[src/rtl/dla_pkg.sv]
// Shared definitions for the weight skew feeder.
// Holds the default geometry (element width, column count, buffer read latency),
// the ping-pong upper-half base address, the FSM state type and a helper that
// turns a requested row count into the last 7-bit row index.
package dla_pkg;

  localparam int unsigned DATA_WID = 16;
  localparam int unsigned COLS     = 8;
  localparam int unsigned RD_LAT   = 2;

  localparam logic [7:0] MID_ADDR = 8'h80;
  localparam logic [7:0] MAX_LEN  = 8'd128;

  typedef enum logic [1:0] {
    StIdle,
    StRead,
    StDrain,
    StDone
  } feed_state_e;

  // Last row index for a non-zero length; lengths above one half are clamped.
  function automatic logic [6:0] last_row(input logic [7:0] len);
    if (len > MAX_LEN) begin
      return 7'd127;
    end
    return 7'(len - 8'd1);
  endfunction

endpackage

[src/rtl/wgt_skew_line.sv]
// Fixed-depth delay line for one weight lane, carrying a valid bit alongside data.
// Data is zeroed on entry when not valid, so the output word is 0 whenever out_vld is 0.
// Ports:
//   clock, rst_n       - clock, asynchronous active-low reset
//   en                 - advance enable; 0 freezes every stage
//   in_vld, in_data    - lane input
//   out_vld, out_data  - lane output, DEPTH cycles later
module wgt_skew_line #(
  parameter int unsigned DEPTH = 1,
  parameter int unsigned WID   = 16
) (
  input  logic           clock,
  input  logic           rst_n,
  input  logic           en,
  input  logic           in_vld,
  input  logic [WID-1:0] in_data,
  output logic           out_vld,
  output logic [WID-1:0] out_data
);

  logic [DEPTH-1:0] vld_q;
  logic [WID-1:0]   data_q [DEPTH];

  always_ff @(posedge clock or negedge rst_n) begin
    if (!rst_n) begin
      vld_q <= '0;
      for (int i = 0; i < int'(DEPTH); i++) begin
        data_q[i] <= '0;
      end
    end else if (en) begin
      vld_q[0]  <= in_vld;
      data_q[0] <= in_vld ? in_data : '0;
      for (int i = 1; i < int'(DEPTH); i++) begin
        vld_q[i]  <= vld_q[i-1];
        data_q[i] <= data_q[i-1];
      end
    end
  end

  assign out_vld  = vld_q[DEPTH-1];
  assign out_data = data_q[DEPTH-1];

endmodule

[src/rtl/wgt_skew_feeder.sv]
// Streams one weight matrix out of a ping-pong weight buffer into a systolic array,
// skewing lane j by j extra cycles so each column reaches its PE column in step.
// Optional feature macro: WGT_FEED_STALL_EN adds the stall input and a skid buffer.
// Ports:
//   clock, rst_n                  - clock, asynchronous active-low reset
//   feed_start, bank_sel, feed_len - start request, buffer half, row count K
//   busy, done                    - feed in progress, one-cycle completion pulse
//   buf_rd_en, buf_rd_addr        - weight buffer read port (request side)
//   buf_rd_data                   - row data, valid RD_LAT cycles after a read
//   pe_wgt, pe_vld                - skewed lane data and per-lane valid
//   stall                         - array back-pressure (WGT_FEED_STALL_EN only)
module wgt_skew_feeder #(
  parameter int unsigned DATA_WID = dla_pkg::DATA_WID,
  parameter int unsigned COLS     = dla_pkg::COLS,
  parameter int unsigned RD_LAT   = dla_pkg::RD_LAT
) (
  input  logic                     clock,
  input  logic                     rst_n,
  input  logic                     feed_start,
  input  logic                     bank_sel,
  input  logic [7:0]               feed_len,
  output logic                     busy,
  output logic                     done,
  output logic                     buf_rd_en,
  output logic [7:0]               buf_rd_addr,
  input  logic [COLS*DATA_WID-1:0] buf_rd_data,
  output logic [COLS*DATA_WID-1:0] pe_wgt,
  output logic [COLS-1:0]          pe_vld
`ifdef WGT_FEED_STALL_EN
  ,
  input  logic                     stall
`endif
);

  import dla_pkg::*;

  localparam int unsigned ROW_W    = COLS * DATA_WID;
  localparam int unsigned DRAIN_LEN = RD_LAT + COLS;

  feed_state_e state_q;
  logic        busy_q, done_q, rd_en_q, bank_q;
  logic [6:0]  row_q, last_row_q;
  logic [7:0]  drain_q;
  logic        stall_w;

`ifdef WGT_FEED_STALL_EN
  assign stall_w = stall;
`else
  assign stall_w = 1'b0;
`endif

  // READ and DRAIN freeze under stall; IDLE and DONE keep moving so done stays one cycle.
  always_ff @(posedge clock or negedge rst_n) begin
    if (!rst_n) begin
      state_q    <= StIdle;
      busy_q     <= 1'b0;
      done_q     <= 1'b0;
      rd_en_q    <= 1'b0;
      bank_q     <= 1'b0;
      row_q      <= '0;
      last_row_q <= '0;
      drain_q    <= '0;
    end else if (!stall_w || state_q == StIdle || state_q == StDone) begin
      done_q <= 1'b0;
      unique case (state_q)
        StIdle: begin
          if (feed_start) begin
            bank_q <= bank_sel;
            row_q  <= '0;
            if (feed_len == 8'd0) begin
              state_q <= StDone;
              done_q  <= 1'b1;
            end else begin
              state_q    <= StRead;
              busy_q     <= 1'b1;
              rd_en_q    <= 1'b1;
              last_row_q <= last_row(feed_len);
            end
          end
        end
        StRead: begin
          if (row_q == last_row_q) begin
            state_q <= StDrain;
            rd_en_q <= 1'b0;
            drain_q <= '0;
          end else begin
            row_q <= row_q + 7'd1;
          end
        end
        StDrain: begin
          if (drain_q == 8'(DRAIN_LEN - 1)) begin
            state_q <= StDone;
            busy_q  <= 1'b0;
            done_q  <= 1'b1;
          end else begin
            drain_q <= drain_q + 8'd1;
          end
        end
        StDone: begin
          state_q <= StIdle;
        end
        default: begin
          state_q <= StIdle;
        end
      endcase
    end
  end

  assign busy        = busy_q;
  assign done        = done_q;
  assign buf_rd_en   = rd_en_q & ~stall_w;
  // Row index is 7 bits, so the address can never leave the selected half.
  assign buf_rd_addr = (bank_q ? MID_ADDR : 8'h00) | {1'b0, row_q};

  // Tracks issued reads through the buffer latency; keeps running under stall
  // because the buffer itself does not stop.
  logic [RD_LAT-1:0] rd_pipe_q;
  logic              arr_vld;

  always_ff @(posedge clock or negedge rst_n) begin
    if (!rst_n) begin
      rd_pipe_q <= '0;
    end else begin
      rd_pipe_q[0] <= buf_rd_en;
      for (int i = 1; i < int'(RD_LAT); i++) begin
        rd_pipe_q[i] <= rd_pipe_q[i-1];
      end
    end
  end

  assign arr_vld = rd_pipe_q[RD_LAT-1];

  logic [ROW_W-1:0] lane_in_data;
  logic             lane_in_vld;
  logic             lane_en;

`ifdef WGT_FEED_STALL_EN
  localparam int unsigned PTR_W = (RD_LAT > 1) ? $clog2(RD_LAT) : 1;
  localparam int unsigned CNT_W = $clog2(RD_LAT + 1);

  logic [ROW_W-1:0] skid_q [RD_LAT];
  logic [PTR_W-1:0] wr_ptr_q, rd_ptr_q;
  logic [CNT_W-1:0] skid_cnt_q;
  logic             skid_any, skid_push, skid_pop;

  // Once anything is queued, arrivals must queue behind it to keep row order.
  assign skid_any  = (skid_cnt_q != '0);
  assign skid_push = arr_vld & (stall | skid_any);
  assign skid_pop  = ~stall & skid_any;

  assign lane_en      = ~stall;
  assign lane_in_vld  = skid_any | arr_vld;
  assign lane_in_data = skid_any ? skid_q[rd_ptr_q] : buf_rd_data;

  always_ff @(posedge clock or negedge rst_n) begin
    if (!rst_n) begin
      for (int i = 0; i < int'(RD_LAT); i++) begin
        skid_q[i] <= '0;
      end
      wr_ptr_q   <= '0;
      rd_ptr_q   <= '0;
      skid_cnt_q <= '0;
    end else begin
      if (skid_push) begin
        skid_q[wr_ptr_q] <= buf_rd_data;
        wr_ptr_q <= (wr_ptr_q == PTR_W'(RD_LAT - 1)) ? '0 : wr_ptr_q + 1'b1;
      end
      if (skid_pop) begin
        rd_ptr_q <= (rd_ptr_q == PTR_W'(RD_LAT - 1)) ? '0 : rd_ptr_q + 1'b1;
      end
      skid_cnt_q <= skid_cnt_q + CNT_W'(skid_push) - CNT_W'(skid_pop);
    end
  end
`else
  assign lane_en      = 1'b1;
  assign lane_in_vld  = arr_vld;
  assign lane_in_data = buf_rd_data;
`endif

  // Lane j: one capture stage plus j skew stages.
  for (genvar j = 0; j < int'(COLS); j++) begin : g_lane
    wgt_skew_line #(
      .DEPTH (j + 1),
      .WID   (DATA_WID)
    ) u_line (
      .clock    (clock),
      .rst_n    (rst_n),
      .en       (lane_en),
      .in_vld   (lane_in_vld),
      .in_data  (lane_in_data[j*DATA_WID +: DATA_WID]),
      .out_vld  (pe_vld[j]),
      .out_data (pe_wgt[j*DATA_WID +: DATA_WID])
    );
  end

endmodule

[config.mk]
export PLATFORM = sky130hd
export DESIGN_NAME = wgt_skew_feeder
export DESIGN_NICKNAME = d
export VERILOG_FILES = /design/src/rtl/dla_pkg.sv /design/src/rtl/wgt_skew_line.sv /design/src/rtl/wgt_skew_feeder.sv
export SDC_FILE = /design/constraint.sdc
export NUM_CORES = 1
export LEC_CHECK = 0
export ABC_AREA = 1
export BUFFER_PORTS_ARGS = -buffer_cell sky130_fd_sc_hd__buf_2
export CORE_MARGIN = 2
export CORE_UTILIZATION = 45
export DETAILED_ROUTE_END_ITERATION = 10
export HOLD_SLACK_MARGIN = 0.02
export PLACE_DENSITY = 0.65
export SLEW_MARGIN = 20
export SYNTH_ARGS = -nofsm -noshare
export SYNTH_HDL_FRONTEND = slang
export SYNTH_SLANG_ARGS = --single-unit
[constraint.sdc]
create_clock -name clock -period 1.4 [get_ports clock]
set_input_delay 0.14 -clock clock [delete_from_list [all_inputs] [get_ports clock]]
set_output_delay 0.14 -clock clock [all_outputs]
set_load 0.02 [all_outputs]
==> metrics <==
Root Driver clkbuf_16; post-synthesis register bit count 614; Post-Route M1 WL 13.3 mm; DRT Pass-1 Iters 4; MaxCap Viol Count 0; outcome complete, but fails checks; DR WL/cell 14.5 microns; Gate power share 16.4%; normalized max-slew margin 64.6%; Slew Limit Fails 0; Hold/Removal Path Class in -> async; Clock Sinks 614; critical path type reg -> out; Crit path arrival time 1370 ps; die area 0.0426 sq mm; largest net degree at the start of global routing 88; Max Fanout on Critical Path 5; total gr overflow 0; main flop type after synthesis dfrtp_1; I/O Buffers 286; cells after synthesis 1237; Fin. Hold Viols 0; met2 WL 15.7 mm; CP bufs+invs 3; Die Y 206 microns; crit-path cells buf_4 -> buf_6 -> buf_6; CP endpoint kind primary output; Switching Fraction 27.2%; critical path's slowest cell dfrtp_1; peak supply drop 0.00161 V; Synth area leader dfrtp_1; most common cell in the netlist dfrtp_1; Boundary Pins 287; Die X 206 microns; metal3 WL 2.55 mm; layout cells sized above 1 28.6%; via count 9529; Area Overhead vs Synth 28.6%; Leakage 13.1 nW; fin crit period 1510 ps; Distinct cells, synth 25; post-synthesis cell area 0.0184 sq mm; Power Density 1970 mW/mm^2; gr usage total 15.3%; routability cong. 0.777; top post-synthesis cells by area dfrtp_1 (83%), buf_4 (4.9%), nand2_1 (4.5%); TNS Setup -937 ps; Fmax 0.664 GHz; Core Region 0.0406 sq mm; vias in the first global route 10100; Initial Utilization 45.3%; first-pass GRT wire length 50.8 mm; DR vias/cell 4.27; std cell rows 74; CP max stage delay 400 ps; Largest delay share family, worst path flip-flops; Tot Pwr 46.6 mW; CTS max path bufs 3; highest metal used met5; Yosys warnings 0; top cell type's share of synthesized area 83.4%; period utilisation layout 108%; Hold WS 199 ps; Synthesized Nets 1386; unrepaired setup endpoints after global routing true; failing checks setup timing; clock slew at reported path FFs 60 ps; async set-reset flop share out of synthesis 100%; net switching power 12.7 mW; critical path launch point type flop; dpl hpwl 18.4 mm; syn avg cell area 14.9 sq um; Skew-Pair Late Insertion Delay 580 ps; DRT Wirelength 32.3 mm; register share of total power 51.6%; Setup WS post-layout -105 ps; EDFF count, synth 0; Worst Tran Pin Value 530 ps; Final setup viols 17; Nets 1799; CTS tree built; Starting DRT DRC Count 371; WP data required 1260 ps; post-route ant nets 0; post-synthesis sequential area ratio 83.4%; Int Pwr 34.0 mW; Post-synth top cells dfrtp_1 (614), nand2_1 (220), inv_1 (161); Residual DRC 0; Num CTS Buffers 57; Clock Skew 6.33 ps; initial antenna violation count 6; H-tree depth 2; clock power share 32.1%; Worst path most repeated cell buf_6
final cells by class:
cell class	count	area [sq um]
Inverter	164	616
Clock inverter	15	118
Multi-Input combinational cell	323	1610
Antenna cell	5	12.5
Fill cell	3042	17000
Tap cell	532	666
Timing Repair Buffer	490	3550
Clock buffer	91	1740
Sequential cell	614	15400
layer usage:
| layer | vias to the layer above | global-route usage, % |
|---|---|---|
| li1 | 4377 | - |
| met1 | 4797 | 19.3 |
| met2 | 293 | 24.5 |
| met3 | 60 | 5.71 |
| met4 | 2 | 5.20 |
| met5 | - | 0 |
cells by family after synthesis:
kind of cell             count (synthesis)  synth area share [%]
adder cells (fa/ha/maj)                  9                 0.611
buffers and inverters                  300                  8.62
AO/OA/AOI/OAI                           15                 0.584
flip-flops                             614                  83.4
AND/OR/NAND/NOR                        291                  6.39
XOR/XNOR                                 8                 0.380
registers in the layout (all words and copies together), names as in the netlist:
name                    flops
g_lane.u_line.data_q      448
done                        1
busy                        1
row_q                       7
g_lane.u_line.vld_q         8
buf_rd_en                   1
state_q                     2
drain_q                     8
last_row_q                  7
g_lane.u_line.out_data    128
rd_pipe_q                   2
bank_q                      1
worst min-delay path, stage by stage:
cell	delay, ps
dlygate4sd3_1	560
buf_8	200
buf_12	220
stage by stage:
step | area [sq um] | util (%) | instances | setup slack [ps]
floorplan | 18400 | - | 1237 | -1.21
global placement | 20100 | 49.4 | 1967 | -0.670
detailed placement | 20100 | 49.4 | 1967 | -85.7
CTS | 23500 | 57.7 | 2218 | -51.8
global route | 23700 | 58.3 | 2234 | -204
finish | 23700 | 58.3 | 2234 | -105
repair_timing:
| action | 4_1_cts | 5_1_grt |
|---|---|---|
| endpoints found under the setup margin | 29 | 31 |
| buffers inserted | 5 | 11 |
| endpoints found under the hold margin | 756 | 0 |
| hold buffers | 140 | 0 |
| resized for setup | 26 | 35 |
| cloned | 0 | 0 |
| pin swaps | 0 | 11 |
power groups by stage:
| stage | registers, mW | clock network (mW) | logic [mW] |
|---|---|---|---|
| global placement | 24.1 | 0 | 6.59 |
| detailed placement | 24.4 | 0 | 6.72 |
| floorplan | 24.0 | 0 | 5.04 |
| CTS | 24.1 | 15.5 | 7.20 |
| global route | 24.6 | 16.2 | 8.36 |
| finish | 24.1 | 15.0 | 7.63 |
path summary, 6_finish.rpt:
check / start / end / slack, ps / depth (start not counted)
worst max-delay path: row_q[2] / buf_rd_addr[2] / -110 / 3
worst min-delay path: rst_n / g_lane[4].u_line.data_q[74] / 200 / 3
worst max register to register: row_q[6] / drain_q[6] / -80 / 9
worst min register to register: g_lane[6].u_line.data_q[36] / g_lane[6].u_line.data_q[20] / 340 / 0
max in group asynchronous: rst_n / g_lane[6].u_line.data_q[70] / 260 / 3
min in group clock: buf_rd_data[121] / g_lane[7].u_line.data_q[121] / 270 / 4
cells in the final DEF (no fill, tap or decap), types with 3 or more instances in the layout:
cell type      Yosys  layout
xnor2_1            3       3
nor2_2             4       3
nand2_2            5      10
o21ai_0            6       6
clkbuf_16          0      59
diode_2            0       5
dlygate4sd3_1      0     140
ha_1               9       5
nor3b_1            4       4
nand3_1           25      23
nand2_1          220     209
buf_4            121      44
clkbuf_8           0      14
clkbuf_1          13      18
buf_6              1      13
inv_1            161     156
nor2_1            27      23
nand4_1            3       3
dfrtp_2            0       3
clkinvlp_4         0       4
inv_2              3       8
dfrtp_1          614     610
clkinv_2           0       8
nand2_4            0       6
buf_2              0     279
buf_12             0      13
nor2_4             0       5
xor2_1             5       5
a22oi_1            5       3
Note: power is estimated with default switching activity, not from simulation.
